<file path="config.mk">
export PLATFORM = sky130hd
export DESIGN_NAME = bp_be_cache_req_arbiter
export DESIGN_NICKNAME = d
export VERILOG_FILES = /design/src/rtl/bp_be_cache_req_arbiter.sv
export SDC_FILE = /design/constraint.sdc
export NUM_CORES = 1
export LEC_CHECK = 0
export ABC_AREA = 1
export CAP_MARGIN = 20
export CORE_AREA = 2 2 90 92
export CTS_BUF_LIST = sky130_fd_sc_hd__clkbuf_16
export CTS_CLUSTER_DIAMETER = 80
export DETAILED_ROUTE_END_ITERATION = 16
export DIE_AREA = 0 0 92 94
export GPL_ROUTABILITY_DRIVEN = 0
export PLACE_DENSITY = 0.72
export SLEW_MARGIN = 0
export SYNTH_ARGS = -nofsm -noshare
export SYNTH_HDL_FRONTEND = slang
export SYNTH_SLANG_ARGS = --single-unit
</file>
<file path="constraint.sdc">
create_clock -name clk_i -period 2.6 [get_ports clk_i]
set_input_delay 0.65 -clock clk_i [delete_from_list [all_inputs] [get_ports clk_i]]
set_output_delay 0.65 -clock clk_i [all_outputs]
set_load 0.01 [all_outputs]
</file>
<file path="src/rtl/bp_be_cache_req_arbiter.sv">
// Two-requester front end for a single LCE request port: round-robin grant,
// then owner metadata forwarding and completion routing for one outstanding request.
module bp_be_cache_req_arbiter #(
  parameter int req_width_p      = 64,
  parameter int metadata_width_p = 8
) (
  input  logic                             clk_i,
  input  logic                             reset_n_i,

  input  logic [1:0][req_width_p-1:0]      req_i,
  input  logic [1:0]                       req_v_i,
  output logic [1:0]                       req_ready_o,
  input  logic [1:0][metadata_width_p-1:0] metadata_i,
  input  logic [1:0]                       metadata_v_i,
  output logic [1:0]                       complete_o,

  output logic [req_width_p-1:0]           cache_req_o,
  output logic                             cache_req_v_o,
  input  logic                             cache_req_ready_i,
  output logic [metadata_width_p-1:0]      cache_req_metadata_o,
  output logic                             cache_req_metadata_v_o,
  input  logic                             cache_req_complete_i,

  output logic                             busy_o
);

  typedef enum logic [1:0] {
    IDLE = 2'd0,
    META = 2'd1,
    WAIT = 2'd2
  } state_e;

  state_e state_q;
  logic   prio_q;
  logic   owner_q;

  logic   in_idle;
  logic   cand;
  logic   xfer;
  logic   owner_md_v;

  // prio only matters when both requesters are valid
  assign in_idle    = (state_q == IDLE);
  assign cand       = (req_v_i == 2'b11) ? prio_q : req_v_i[1];
  assign xfer       = in_idle & (|req_v_i) & cache_req_ready_i;
  assign owner_md_v = metadata_v_i[owner_q];

  always_ff @(posedge clk_i or negedge reset_n_i) begin
    if (!reset_n_i) begin
      state_q <= IDLE;
      prio_q  <= 1'b0;
      owner_q <= 1'b0;
    end else begin
      case (state_q)
        IDLE: begin
          if (xfer) begin
            owner_q <= cand;
            prio_q  <= ~cand;
            state_q <= META;
          end
        end
        META: begin
          // completion wins over metadata so a combined cycle ends the transaction
          if (cache_req_complete_i)
            state_q <= IDLE;
          else if (owner_md_v)
            state_q <= WAIT;
        end
        WAIT: begin
          if (cache_req_complete_i)
            state_q <= IDLE;
        end
        default: state_q <= IDLE;
      endcase
    end
  end

  always_comb begin
    cache_req_v_o = in_idle & (|req_v_i);
    cache_req_o   = req_i[cand];

    req_ready_o = 2'b00;
    if (in_idle)
      req_ready_o[cand] = cache_req_ready_i;

    cache_req_metadata_o   = metadata_i[owner_q];
    cache_req_metadata_v_o = (state_q == META) & owner_md_v;

    // a stray completion while idle belongs to nobody
    complete_o = 2'b00;
    if (!in_idle)
      complete_o[owner_q] = cache_req_complete_i;

    busy_o = ~in_idle;
  end

endmodule

</file>
Word level (Yosys, flattened, before mapping)
Index checks and enable logic that the tools add are counted.
Word-level totals
  register bits: 4
  latch bits: 0
  RAM bits: 0
  bits in read-only memories: 0
  input bits: 152
  logic and storage cells: 44
  memories kept: 0
Cells by class
  add/sub/neg operators: 0
  $mul: 0
  divide/modulo/power cells: 0
  magnitude comparators: 4
  eq/ne operators: 6
  shift operators: 0
  mux-type cells: 18
  bitwise operators: 7
  reductions and logical operators: 6
Operator list (count)
  $mux W64: 2
  $mux W8: 2
  $mux W2: 6
  $pmux W2 S3: 1
  $mux W1: 5
  $and A2 B2 Y2: 2
  $eq A2 B2 Y1 const B: 2
  $lt A1 B2 Y1 const B: 2
  $and A1 B1 Y1: 3
  $ne A3 B3 Y1 const B: 1
  $reduce_and A3 Y1: 1
  $demux W1 S1: 2
  $eq A2 B1 Y1 const B: 1
  $ge A1 B1 Y1 const B: 2
  $logic_and A1 B1 Y1: 2
  $logic_not A2 Y1: 1
  $ne A2 B1 Y1 const B: 1
  $ne A2 B2 Y1 const B: 1
  $not A1 Y1: 2
  $reduce_and A2 Y1: 1
  $reduce_or A2 Y1: 1

Longest topological paths before layout
  depth in word-level cells: 8
  gate-level depth with buffers: 7
  gate-level depth less buffers: 5

Worst setup path before layout
OpenSTA, ideal clock, no wires.
  path kind: input to output
  start: input port req_v_i[0]
  end: output port cache_req_o[14]
  arrival: 1.310 ns
  required time: 1.950 ns
  slack: 0.640 ns
  stages on the path: 7
  cell sequence: inv_2 > nor2_1 > nor2_2 > buf_4 > buf_4 > nand2_1 > nand2_1
Between the ends
  cells in the longest elaborated chain, start to end: 4
Ends and longest elaborated chain
  from (decl): RTL line 11  | input logic [1:0] req_v_i,
  $eq A2 B2 Y1: RTL line 44  | assign cand = (req_v_i == 2'b11) ? prio_q : req_v_i[1];
  $mux W1: RTL line 44
  $mux W64 (not written as such) (2 in series): RTL line 80  | cache_req_o = req_i[cand];
  to (decl): RTL line 17  | output logic [req_width_p-1:0] cache_req_o,
No other way between the ends. The select of a mux whose other input is x is not followed.

Final worst setup path
  start: input port req_v_i[0]
  end: output port req_ready_o[0]
Between the ends
  cells in the longest elaborated chain, start to end: 8
  elaborated cells between the ends (all ways): 9
  those cells by class: order compare (2); eq/ne (1); mux (4); bitwise (1); reduce/logical (1)
Ends and longest elaborated chain
  $eq A2 B2 Y1 (*): RTL line 44
  $mux W1 (*): RTL line 44
  $lt A1 B2 Y1 (not written as such) / $ge A1 B1 Y1 (equally long branches): RTL line 84  | req_ready_o[cand] = cache_req_ready_i;
  $logic_and A1 B1 Y1 (not written as such): RTL line 84
  $mux W1 (not written as such): RTL line 84
  $demux W1 S1 (*): RTL line 84
  $and A2 B2 Y2 (no line) (*)
  $mux W2 (*): RTL line 83  | if (in_idle)
  to (decl): RTL line 12  | output logic [1:0] req_ready_o,
Mark *: on every way between the ends. The rest lies on a longest branch, timed or not.

==> results.yml <==
outcome:
  status: "finished, final reports clean"
synth:
  yosysTopAreaCell: "nand2_1"
  syn_area_per_cell_sq_um: 4.36
  synth_top_cells_by_area: "nand2_1 (73%), dfrtp_1 (8.6%), buf_4 (4.5%), buf_6 (2.9%), buf_2 (1.7%)"
  ys_ff_latch: 4
  synth_top_area_share_pct: 72.6
  synth_cell_type_count: 16
  synthesis.nets: 420
  netlist_instances: 268
  ys_warn_count: 0
  yosysSeqAreaShare_pct: 8.57
  syn-cell-area_sq_um: 1170
floorplan:
  initial_core_util_pct: 15.4
  rows: 32
  die-area_sq_um: 8650
  pin_count: 231
  die-height_microns: 94
  core_area_sq_um: 7610
  die_w_microns: 92
setup_path:
  worst-r2r-cell-count: 6
  cp.required_ps: 1950
  r2r_end: "prio_q$_DFFE_PN0P_"
  r2r_slack_ps: 1340
  crit_path_max_fanout: 17
  cp.arrival_ps: 1900
  worstPathCellList: "dlygate4sd2_1 > inv_2 > nor2_4 > nor2_4 > buf_12 > buf_12 > buf_16 > nor2_1 > dlygate4sd2_1"
  reg2reg_from: "prio_q$_DFFE_PN0P_"
  end_kind: "output pin"
  worstSetupPathType: "in -> out"
  slowest_delay_ps: 280
  cp-start-kind: "input pin"
  critPathSlowestCell: "dlygate4sd2_1"
cells_and_area:
  final_area_sq_um: 3740
  area_growth_pct: 220
  final_cell_mix: "nand2_1 (224), clkdlybuf4s50_1 (160), dlygate4sd2_1 (35)"
  nets: 658
  fill_cells: 751
  final_common_cell: "nand2_1"
  final-instance-count-excl-fill: 606
  num_antenna_cells: 0
  drive_gt1_share_pct: 11.5
  seqCellArea_sq_um: 100
  multiInputGateArea_sq_um: 961
global_route:
  grt_max_degree: 23
  grt_pass1_vias: 2411
  antenna_found_initial: 0
  grt_use_total_pct: 16.7
  grt_overflow: 0
  grt_pass1_wl_mm: 11.7
route:
  viasPerCell: 4.08
  avgRoutedWirePerCell_microns: 12.7
  dr.pass1.iters: 4
  drcViolationCount: 0
  drt-initial-drc-count: 33
  routed_wl_mm: 7.70
  vias: 2475
  drtAntennaViolNets: 0
timing:
  min_period_ps: 2550
  tightest_slew_ps: 412
  max_slew_margin_pct: 72.6
  fmax_ghz: 0.393
  finalSetupViolations: 0
  maxSlewViolCount: 0
  period_share_pct: 97.9
  hold_viol_final: 0
  rsz0062_at_grt: "false"
  setup_tns_ps: 0
  hold_ws_ps: 613
  skew_ps: 3.50
worst_hold_path:
  hold_class: "reg -> reg"
  holdCritStartpoint: "state_q[0]$_DFFE_PN0P_"
  worstHoldPathCells: 2
  hold_end: "state_q[1]$_DFFE_PN0P_"
clocking:
  cts-root-buf: "clkbuf_16"
  cts_tree: "built"
  numCtsBuffers: 3
  clkTransAtPathRegs_ps: 30
  cts_buffer_depth: 2
  h-tree-depth: 1
  clock_sinks: 4
  insertion_delay_ps: 230
power_and_ir_drop:
  finalPower_mw: 1.68
  leakage_nw: 1.95
  peakVddDrop_mv: 0.234
  powerDensity_nw_per_um2: 448
place:
  placed_area_sq_um: 3590
  io_buffers: 230
  dp.cells: 592
  hpwl_mm: 5.77
run:
  max_cap_violations: 0
==> power breakdown <==
part / switching, mW / leakage (nW) / internal, mW / total [mW]
sequential: 0.0474 / 0.0510 / 0.0839 / 0.131
clock: 0.0479 / 0.0370 / 0.197 / 0.245
combinational: 0.584 / 1.87 / 0.715 / 1.30
total: 0.680 / 1.95 / 0.996 / 1.68
==> area by class of cell <==
| type | count | area share (%) |
|---|---|---|
| repair buffers | 248 | 65.6 |
| multi-input cells | 243 | 25.7 |
| inverters | 6 | 0.602 |
| clock buffers | 3 | 2.01 |
| flip-flops and latches | 4 | 2.67 |
| well taps | 102 | 3.41 |
==> per-stage QoR <==
stage	setup slack, ps	utilization (%)
floorplan	640	-
global placement	-377	47.2
detailed placement	-379	47.2
CTS	4.49	49.9
global route	1.61	49.2
finish	53.6	49.2
==> worst max-delay path by stage <==
stage | startpoint | endpoint | slack [ps] | cells after the start
final | req_v_i[0] | req_ready_o[0] | 50 | 9
after detailed placement | req_v_i[0] | cache_req_o[19] | -380 | 8
after global routing | req_v_i[0] | req_ready_o[0] | 2 | 9
after floorplan | req_v_i[0] | cache_req_o[14] | 640 | 7
after global placement | req_v_i[0] | cache_req_o[19] | -380 | 8
after CTS | req_v_i[0] | cache_req_o[29] | 4 | 10
==> synthesized netlist by cell type <==
cell	instances
nand4_1	1
nand3_1	2
inv_1	3
nor3_1	2
inv_2	3
buf_6	3
o21ai_2	1
nor2_2	2
clkbuf_1	1
buf_4	7
buf_2	4
nor2_1	4
o21ai_1	3
a21oi_1	2
nand2_1	226
dfrtp_1	4
==> cells by family (layout without fill, tap and decap cells) <==
logic type | count (synthesis) | after routing | share of synthesized area (%)
buffers and inverters | 21 | 257 | 11.3
AOI/OAI and AO/OA | 6 | 6 | 2.89
DFF | 4 | 4 | 8.57
and+or+nand+nor | 237 | 237 | 77.2
==> critical path: cells and delay by family <==
family | cells | cell delay, ps
buffers and inverters | 6 | 1010
and+or+nand+nor | 3 | 210
==> layer usage <==
layer  share of wire (%)  global-route usage (%)  vias to the layer above  routed length [microns]
met3                 8.8                    3.37                       10                      679
met2                  54                    33.6                      130                     4200
met4                 1.4                    5.72                        0                      110
li1                    -                       -                     1274                        -
met1                  35                    16.9                     1061                     2720
met5                   0                       0                        -                        0
==> state kept, by name, summed over array words and instances, names as in the netlist <==
register,count
owner_q,1
prio_q,1
state_q,2
==> timing repair <==
item | in CTS | in global routing
gates cloned | 4 | 0
pin swaps | 3 | 0
hold buffers | 0 | 0
gates resized for setup | 121 | 33
endpoints found under the setup margin | 67 | 20
buffers inserted | 8 | 0
Power figures use the tool's default switching activity.
